[src/rtl/router_port_pkg.sv]
// Shared router definitions: packet type and link geometry.
package router_port_pkg;

  localparam int PKT_BYTES = 4;
  localparam int BYTE_W    = 8;

  // byte[3] travels first on the byte-serial link, byte[0] last
  typedef logic [PKT_BYTES-1:0][BYTE_W-1:0] pkt_t;

endpackage

[src/rtl/router_port_txq.sv]
// Outbound packet queue: power-of-two FIFO of pkt_t with a registered ready.
module router_port_txq
  import router_port_pkg::*;
#(
  parameter int DEPTH = 2
) (
  input  logic clock,
  input  logic reset_n,
  input  logic push,
  input  pkt_t push_pkt,
  input  logic pop,
  output pkt_t pop_pkt,
  output logic full,
  output logic empty,
  output logic ready
);

  localparam int AW = $clog2(DEPTH);
  localparam logic [AW:0]   FULL_CNT = (AW+1)'(DEPTH);
  localparam logic [AW:0]   CNT_ONE  = (AW+1)'(1);
  localparam logic [AW-1:0] PTR_ONE  = AW'(1);

  pkt_t          mem_r [DEPTH];
  logic [AW-1:0] wr_ptr_r;
  logic [AW-1:0] rd_ptr_r;
  logic [AW:0]   count_r;
  logic [AW:0]   count_next_s;
  logic          ready_r;
  logic          do_push_s;
  logic          do_pop_s;

  assign full    = (count_r == FULL_CNT);
  assign empty   = (count_r == {(AW+1){1'b0}});
  assign ready   = ready_r;
  assign pop_pkt = mem_r[rd_ptr_r];

  // Qualify push/pop and compute the next occupancy
  always_comb begin
    do_push_s    = push && (!full || pop);
    do_pop_s     = pop && !empty;
    count_next_s = count_r;
    case ({do_push_s, do_pop_s})
      2'b10:   count_next_s = count_r + CNT_ONE;
      2'b01:   count_next_s = count_r - CNT_ONE;
      default: count_next_s = count_r;
    endcase
  end

  // Storage array; contents are don't-care while the slot is unoccupied
  always_ff @(posedge clock) begin
    if (do_push_s) begin
      mem_r[wr_ptr_r] <= push_pkt;
    end
  end

  // Pointers, occupancy and ready (ready drops the cycle after the filling push)
  always_ff @(posedge clock or negedge reset_n) begin
    if (!reset_n) begin
      wr_ptr_r <= {AW{1'b0}};
      rd_ptr_r <= {AW{1'b0}};
      count_r  <= {(AW+1){1'b0}};
      ready_r  <= 1'b1;
    end else begin
      if (do_push_s) begin
        wr_ptr_r <= wr_ptr_r + PTR_ONE;
      end
      if (do_pop_s) begin
        rd_ptr_r <= rd_ptr_r + PTR_ONE;
      end
      count_r <= count_next_s;
      ready_r <= (count_next_s != FULL_CNT);
    end
  end

endmodule

[src/rtl/router_port.sv]
// Router-side endpoint of the node/router byte-serial link: deserializes
// node packets toward the core and serializes core packets toward the node.
module router_port
  import router_port_pkg::*;
#(
  parameter int TXQ_DEPTH = 2,
  parameter int CNT_W     = 16
) (
  input  logic             clock,
  input  logic             reset_n,
  output logic             free_to_node,
  input  logic             put_from_node,
  input  logic [7:0]       payload_from_node,
  output logic             put_to_node,
  output logic [7:0]       payload_to_node,
  input  logic             free_from_node,
  output pkt_t             rx_pkt,
  output logic             rx_pkt_valid,
  input  logic             rx_pkt_ready,
  input  pkt_t             tx_pkt,
  input  logic             tx_pkt_valid,
  output logic             tx_pkt_ready,
  output logic             rx_err,
  output logic [CNT_W-1:0] rx_count,
  output logic [CNT_W-1:0] tx_count
);

  typedef enum logic [1:0] {R_IDLE = 2'd0, R_RECV = 2'd1, R_HOLD = 2'd2} rx_state_t;
  typedef enum logic [1:0] {T_IDLE = 2'd0, T_SEND = 2'd1, T_GAP = 2'd2} tx_state_t;

  localparam logic [CNT_W-1:0] CNT_ONE = CNT_W'(1);

  // ---------------- RX side ----------------
  rx_state_t        rx_state_r;
  logic [1:0]       rx_idx_r;
  pkt_t             rx_asm_r;
  pkt_t             rx_pkt_r;
  logic             rx_valid_r;
  logic             free_r;
  logic             rx_err_r;
  logic [CNT_W-1:0] rx_count_r;

  assign free_to_node = free_r;
  assign rx_pkt       = rx_pkt_r;
  assign rx_pkt_valid = rx_valid_r;
  assign rx_err       = rx_err_r;
  assign rx_count     = rx_count_r;

  // RX FSM: assemble 4 bytes, hold the packet for the core, flag broken bursts
  always_ff @(posedge clock or negedge reset_n) begin
    if (!reset_n) begin
      rx_state_r <= R_IDLE;
      rx_idx_r   <= 2'd0;
      rx_asm_r   <= '0;
      rx_pkt_r   <= '0;
      rx_valid_r <= 1'b0;
      free_r     <= 1'b1;
      rx_err_r   <= 1'b0;
      rx_count_r <= {CNT_W{1'b0}};
    end else begin
      rx_err_r <= 1'b0;
      case (rx_state_r)
        R_IDLE: begin
          if (put_from_node) begin
            rx_asm_r[3] <= payload_from_node;
            rx_idx_r    <= 2'd1;
            free_r      <= 1'b0;
            rx_state_r  <= R_RECV;
          end
        end
        R_RECV: begin
          if (put_from_node) begin
            if (rx_idx_r == 2'd3) begin
              rx_pkt_r   <= {rx_asm_r[3], rx_asm_r[2], rx_asm_r[1], payload_from_node};
              rx_valid_r <= 1'b1;
              rx_state_r <= R_HOLD;
            end else begin
              rx_asm_r[2'd3 - rx_idx_r] <= payload_from_node;
              rx_idx_r <= rx_idx_r + 2'd1;
            end
          end else begin
            // burst ended early: drop the partial packet
            rx_err_r   <= 1'b1;
            free_r     <= 1'b1;
            rx_state_r <= R_IDLE;
          end
        end
        R_HOLD: begin
          if (put_from_node) begin
            // extra byte while holding: drop it, keep the held packet
            rx_err_r <= 1'b1;
          end
          if (rx_pkt_ready) begin
            rx_valid_r <= 1'b0;
            rx_count_r <= rx_count_r + CNT_ONE;
            free_r     <= 1'b1;
            rx_state_r <= R_IDLE;
          end
        end
        default: begin
          rx_valid_r <= 1'b0;
          free_r     <= 1'b1;
          rx_state_r <= R_IDLE;
        end
      endcase
    end
  end

  // ---------------- TX side ----------------
  tx_state_t        tx_state_r;
  logic [1:0]       tx_cnt_r;
  pkt_t             tx_shift_r;
  logic             put_r;
  logic [7:0]       payload_r;
  logic [CNT_W-1:0] tx_count_r;
  logic             txq_push_s;
  logic             txq_pop_s;
  pkt_t             txq_pkt_s;
  logic             txq_full_s;
  logic             txq_empty_s;
  logic             txq_ready_s;

  assign put_to_node     = put_r;
  assign payload_to_node = payload_r;
  assign tx_count        = tx_count_r;
  assign tx_pkt_ready    = txq_ready_s;
  assign txq_push_s      = tx_pkt_valid && txq_ready_s;

  router_port_txq #(
    .DEPTH (TXQ_DEPTH)
  ) u_txq (
    .clock    (clock),
    .reset_n  (reset_n),
    .push     (txq_push_s),
    .push_pkt (tx_pkt),
    .pop      (txq_pop_s),
    .pop_pkt  (txq_pkt_s),
    .full     (txq_full_s),
    .empty    (txq_empty_s),
    .ready    (txq_ready_s)
  );

  // Pop decision: a new packet may start from idle, or right at the end of
  // the gap so back-to-back packets keep a 5-cycle period
  always_comb begin
    if ((tx_state_r == T_IDLE || tx_state_r == T_GAP) && !txq_empty_s && free_from_node) begin
      txq_pop_s = 1'b1;
    end else begin
      txq_pop_s = 1'b0;
    end
  end

  // TX FSM: 4 byte cycles, one idle gap, then next packet
  always_ff @(posedge clock or negedge reset_n) begin
    if (!reset_n) begin
      tx_state_r <= T_IDLE;
      tx_cnt_r   <= 2'd0;
      tx_shift_r <= '0;
      put_r      <= 1'b0;
      payload_r  <= 8'h00;
      tx_count_r <= {CNT_W{1'b0}};
    end else begin
      case (tx_state_r)
        T_IDLE, T_GAP: begin
          if (txq_pop_s) begin
            tx_shift_r <= txq_pkt_s;
            put_r      <= 1'b1;
            payload_r  <= txq_pkt_s[3];
            tx_cnt_r   <= 2'd0;
            tx_state_r <= T_SEND;
          end else begin
            put_r      <= 1'b0;
            payload_r  <= 8'h00;
            tx_state_r <= T_IDLE;
          end
        end
        T_SEND: begin
          if (tx_cnt_r == 2'd3) begin
            put_r      <= 1'b0;
            payload_r  <= 8'h00;
            tx_count_r <= tx_count_r + CNT_ONE;
            tx_state_r <= T_GAP;
          end else begin
            put_r     <= 1'b1;
            payload_r <= tx_shift_r[2'd2 - tx_cnt_r];
            tx_cnt_r  <= tx_cnt_r + 2'd1;
          end
        end
        default: begin
          put_r      <= 1'b0;
          payload_r  <= 8'h00;
          tx_state_r <= T_IDLE;
        end
      endcase
    end
  end

endmodule

[config.mk]
export PLATFORM = sky130hd
export DESIGN_NAME = router_port
export DESIGN_NICKNAME = d
export VERILOG_FILES = /design/src/rtl/router_port_pkg.sv /design/src/rtl/router_port_txq.sv /design/src/rtl/router_port.sv
export SDC_FILE = /design/constraint.sdc
export NUM_CORES = 1
export LEC_CHECK = 0
export CORE_ASPECT_RATIO = 0.8
export CORE_MARGIN = 4
export CORE_UTILIZATION = 54
export CTS_CLUSTER_DIAMETER = 40
export DETAILED_ROUTE_END_ITERATION = 6
export PLACE_DENSITY_LB_ADDON = 0.25
export SLEW_MARGIN = 0
export SYNTH_ARGS = -nofsm -noshare
export SYNTH_HDL_FRONTEND = slang
export SYNTH_HIERARCHICAL = 1
export SYNTH_SLANG_ARGS = --single-unit
[constraint.sdc]
create_clock -name clock -period 3.65 [get_ports clock]
set_input_delay 0.73 -clock clock [delete_from_list [all_inputs] [get_ports clock]]
set_output_delay 0.73 -clock clock [all_outputs]
set_load 0.005 [all_outputs]
---- Word-level counts from Yosys, hierarchy flattened ----
Memories as Yosys holds them, arrays and structs flattened.
Cells that the tools add are included.
word-level totals
  flip-flop bits (word level) ............. 153
  memory bits (writable) .................. 64
  input port bits ......................... 46
  output and inout bits ................... 77
  word-level logic and storage cells ...... 133
  memories ................................ 1
memory list
  name         depth  bits a word  read ports  clocked after Yosys merged registers in  wr ports  RTL line               source
  u_txq.mem_r  2      32           1           0                                        1         router_port_txq.sv:23  pkt_t mem_r [DEPTH];
operators by class
  add/subtract/negate cells ............... 10
  $lt $le $gt $ge ......................... 3
  equality and inequality tests ........... 20
  mux-type cells .......................... 44
  bitwise operators ....................... 2
  reductions and logical operators ........ 26
operators with widths
  cell                                                                  number
  32-bit 2-to-1 mux                                                     2
  8-bit 2-to-1 mux                                                      5
  16-bit by 1-bit adder with 16-bit output, second input constant       2
  32-bit bitwise mux                                                    1
  8-bit one-hot mux with 2 select lines                                 2
  2-bit 2-to-1 mux                                                      9
  2-bit inequality test, second input constant                          9
  8-bit binary-select mux with 2-bit select                             1
  8-bit demux with 2-bit select                                         1
  2-bit one-hot mux with 2 select lines                                 4
  3-bit AND reduction                                                   5
  1-bit 2-to-1 mux                                                      14
  2-bit == test, second input constant                                  6
  4-bit AND reduction                                                   2
  2-bit by 1-bit adder with 2-bit output, second input constant         3
  2-bit by 1-bit == test with 1-bit output, second input constant       3
  1-bit logical AND                                                     6
  2-bit logical NOT                                                     3
  2-bit by 3-bit < comparator with 1-bit output, second input constant  2
  1-bit one-hot mux with 3 select lines                                 2
  2-bit one-hot mux with 3 select lines                                 1
  2-bit AND reduction                                                   3
  1-bit one-hot mux with 2 select lines                                 2
  2-bit nonzero test                                                    2
  other kinds (10)                                                      15

---- Depth between registers and ports, before layout ----
  depth in word-level cells ............... 10
  mapped depth ............................ 8
  gate-level depth less buffers ........... 7

---- By module ----
The synthesis kept the hierarchy.
modules (own cells, without submodules)
  module           instances  cells an instance  area each (um^2)  sequential area each (um^2)
  router_port      1          393                5743.0            3504.6
  router_port_txq  1          123                2591.2            2048.2

---- Worst setup path after synthesis ----
OpenSTA, ideal clock, no wires.
  kind .................................... input -> register
  start point ............................. input free_from_node
  end point ............................... memory u_txq/mem_r[1][0] (netlist name), enable pin
  library setup time ...................... 0.421 ns
  data arrival time ....................... 2.707 ns
  setup slack ............................. 0.522 ns
  cell stages on the path ................. 4
  buffers on the path ..................... 1
  cell sequence ........................... nor3b_2 -> buf_2 -> o21ai_4 -> nor2_1
between the ends
  word-level cells in the longest chain between the ends .. 6
RTL lines
  item                                    RTL line               source
  from (decl)                             router_port.sv:16      input logic free_from_node,
  1-bit logical AND                       router_port.sv:146     if ((tx_state_r == T_IDLE || tx_state_r == T_GAP) && !txq_empty_s && free_from_node) begin
  1-bit 2-to-1 mux                        router_port.sv:146
  named net txq_pop_s                     router_port.sv:117     logic txq_pop_s;
  1-bit logical OR                        router_port_txq.sv:39  do_push_s = push && (!full || pop);
  1-bit logical AND                       router_port_txq.sv:39
  1-bit 2-to-1 mux                        router_port_txq.sv:51  if (do_push_s) begin
  1-bit 2-to-1 mux (implied by the code)  router_port_txq.sv:52  mem_r[wr_ptr_r] <= push_pkt;
  to (decl)                               router_port_txq.sv:23
The timed path passes the listed nets, and every way through them passes these cells.

---- Worst setup path in the final report ----
  start point ............................. register u_txq.ready_r (netlist: u_txq/ready)
  end point ............................... output tx_pkt_ready
RTL lines
  item                    RTL line               source
  from (decl)             router_port_txq.sv:28  logic ready_r;
  from (signal assigned)  router_port_txq.sv:71  ready_r <= (count_next_s != FULL_CNT);
  to (decl)               router_port.sv:22      output logic tx_pkt_ready,
No word-level cell between the ends.

==> impl_metrics.tcl <==
set metrics [dict create \
    syn2layout_area_growth_pct 27.7 \
    cts_tree "yes" \
    post-synth-top-area-fraction_pct 42.9 \
    slowest_stage "clkdlybuf4s50_1" \
    syn_area_per_cell_um2 16.2 \
    muxShareOfSynthArea_pct 17.4 \
    clockBufferDepth 3 \
    reg2reg_to "tx_count[10]" \
    die_y_um 119 \
    nets 714 \
    yosysMostFrequentCell "dfrtp_1" \
    grt_use_total_pct 18.8 \
    cts_hold_buf 0 \
    ioPinCount 123 \
    wl_per_cell_um 18.1 \
    irDropWorstVdd_uv 477 \
    cts_buffers 25 \
    yosys_warnings 6 \
    vias 4737 \
    synth_top_family_by_area "multiplexers" \
    power_density_nw_per_um2 818 \
    post_cts_buffers 0 \
    finalPower_mw 8.70 \
    place_area_um2 9800 \
    synthAdderAreaFrac_pct 1.32 \
    rrSetupSlack_ns 1.42 \
    totalWireLength_mm 16.1 \
    tightest_slew_ns 0.833 \
    fin_crit_ns 2.28 \
    fin_hold_ws_ns 0.244 \
    rows 40 \
    reg2reg_depth 5 \
    grt_overflow 0 \
    start_util_pct 55.3 \
    synth_edf_count 64 \
    grt_pass1_wl_mm 26.7 \
    path_cells "clkdlybuf4s50_1" \
    hpwl_mm 10.8 \
    max_stage_delay_ns 0.54 \
    grt_pass1_vias 5118 \
    root_buffer "clkbuf_16" \
    cts_resized 0 \
    reg2reg_from "tx_cnt_r[0]" \
    critical_path_required_ns 2.92 \
    fillers 1032 \
    max_slew_margin_pct 44.5 \
    antenna_found_initial 1 \
    cts.sink_count 209 \
    yosys.area_share.simple_pct 5.87 \
    ys.flop_type "dfrtp_1" \
    syn_inst 516 \
    finalSetupTns_ns 0 \
    yosysUniqueCellTypes 48 \
    synth_compound_area_share_pct 2.99 \
    synth.largest_area_cell "dfrtp_1" \
    core_area_um2 15100 \
    period_share_pct 62.6 \
    skew_ns 0.0110 \
    crit_fanout 2 \
    ys_top_cells_by_area "dfrtp_1, edfxtp_1, mux2_2, xnor2_1, mux4_2" \
    cts_max_level 1 \
    antenna_cells 0 \
    vias_per_cell 5.33 \
    synth_xor_area_share_pct 3.78 \
    p_leak_nw 4.38 \
    path_clk_slew_ns 0.06 \
    drv_cap 0 \
    critPathTopFamily "buffers and inverters" \
    firstDrtPassIters 4 \
    drc_errors 0 \
    grt_max_degree 73 \
    crit_path_start_kind "register" \
    drive_above_1_share_pct 28.0 \
    final_area_um2 10600 \
    end_kind "output port" \
    rsz0062_at_grt "no" \
    synth-seq-cells 209 \
    syn_nets 570 \
    dr.first_iter.drc_count 232 \
    yosysSeqAreaShare_pct 66.6 \
    setup_viol 0 \
    critPathBufInv 1 \
    maxSlewViolCount 0 \
    async_reset_ff_share_pct 69.4 \
    min-delay-path-class "primary input to async pin" \
    max_freq_mhz 438 \
    dieArea_um2 17500 \
    gp_congestion 0.824 \
    postRouteAntennaNets 0 \
    port_buffers 122 \
    synth_common_cells "dfrtp_1, mux2_2, edfxtp_1" \
    run_status "finished, final reports clean" \
    clkLatencyLatePin_ns 0.50 \
    crit_cells 1 \
    timing_worst_setup_path_type "register to output port" \
    finish.utilization_pct 70.7 \
    hold_viol_final 0 \
    cp_data_arrival_time_ns 1.55 \
    netlist_area_um2 8330 \
    dieWidth_um 147 \
]
cells in the final DEF (no fill, tap or decap), types with 2 or more instances in the layout:
cell type          n
dfrtp_1          143
edfxtp_1          64
inv_6              2
or2_2              2
clkinv_4           4
nor2_1            12
xor2_1            12
xnor2_1           24
nand2_1           21
and4_1             2
nand2_2            2
bufinv_16          2
a21oi_1            2
nor2_4             2
a22oi_1            2
nand4_1            5
nor3_1             5
buf_4             10
dfstp_2            2
nor4_1             3
clkdlybuf4s50_1  121
o21ai_0            4
clkbuf_1           5
mux2_2           111
ha_1               8
mux2_1             2
and3_1             2
clkbuf_8           3
inv_1             13
a22o_1            17
clkbuf_16         26
mux4_2             8
clkinv_2           3
nand3_1           12
area by class of cell:
class / instances / area (um^2) / share of cell area, %
Multi-Input combinational cell: 279 / 2640 / 24.8
Clock inverter: 12 / 135 / 1.27
Timing Repair Buffer: 132 / 1300 / 12.2
Inverter: 13 / 48.8 / 0.458
Tap cell: 210 / 263 / 2.47
Sequential cell: 209 / 5550 / 52.2
Clock buffer: 34 / 711 / 6.68
sequential cells by signal, summed over array words and instances, names as in the netlist, 8 cells and up:
register         flops
u_txq/mem_r         64
rx_pkt              32
tx_shift_r          32
rx_asm_r            24
rx_count            16
tx_count            16
payload_to_node      8
per-stage QoR:
step           setup slack [ns]  instances
2_1_floorplan             0.522        516
3_3_place_gp               1.04        843
3_5_place_dp              0.978        843
4_1_cts                    1.34        889
5_1_grt                    1.18        889
6_report                   1.37        889
cells by family (layout without fill, tap and decap cells):
kind of cell    after synthesis  count (layout)
compound gates               31              31
buf+inv                      28             191
flops                       209             209
xor+xnor                     36              36
fa+ha+maj                     9               9
simple gates                 82              82
mux                         121             121
where the power goes:
| group | switching [mW] | internal (mW) |
|---|---|---|
| Combinational | 0.988 | 1.52 |
| Clock | 0.938 | 1.52 |
| Sequential | 0.499 | 3.24 |
| Total | 2.43 | 6.28 |
worst max path at each step:
stage	startpoint	to	slack, ns
detailed placement	free_from_node	u_txq/mem_r[1][13]	0.98
floorplan	free_from_node	u_txq/mem_r[1][0]	0.52
CTS	u_txq/ready	tx_pkt_ready	1.34
global route	tx_cnt_r[0]	tx_count[10]	1.18
finish	u_txq/ready	tx_pkt_ready	1.37
global placement	free_from_node	u_txq/mem_r[0][16]	1.04
layer usage:
layer	track usage, %	routed length (um)	up-vias
li1	-	-	2177
met1	26.0	7090	2393
met2	31.3	7870	142
met3	3.69	895	23
met4	4.66	265	2
met5	0	8	-
Note: power is estimated with default switching activity, not from simulation.
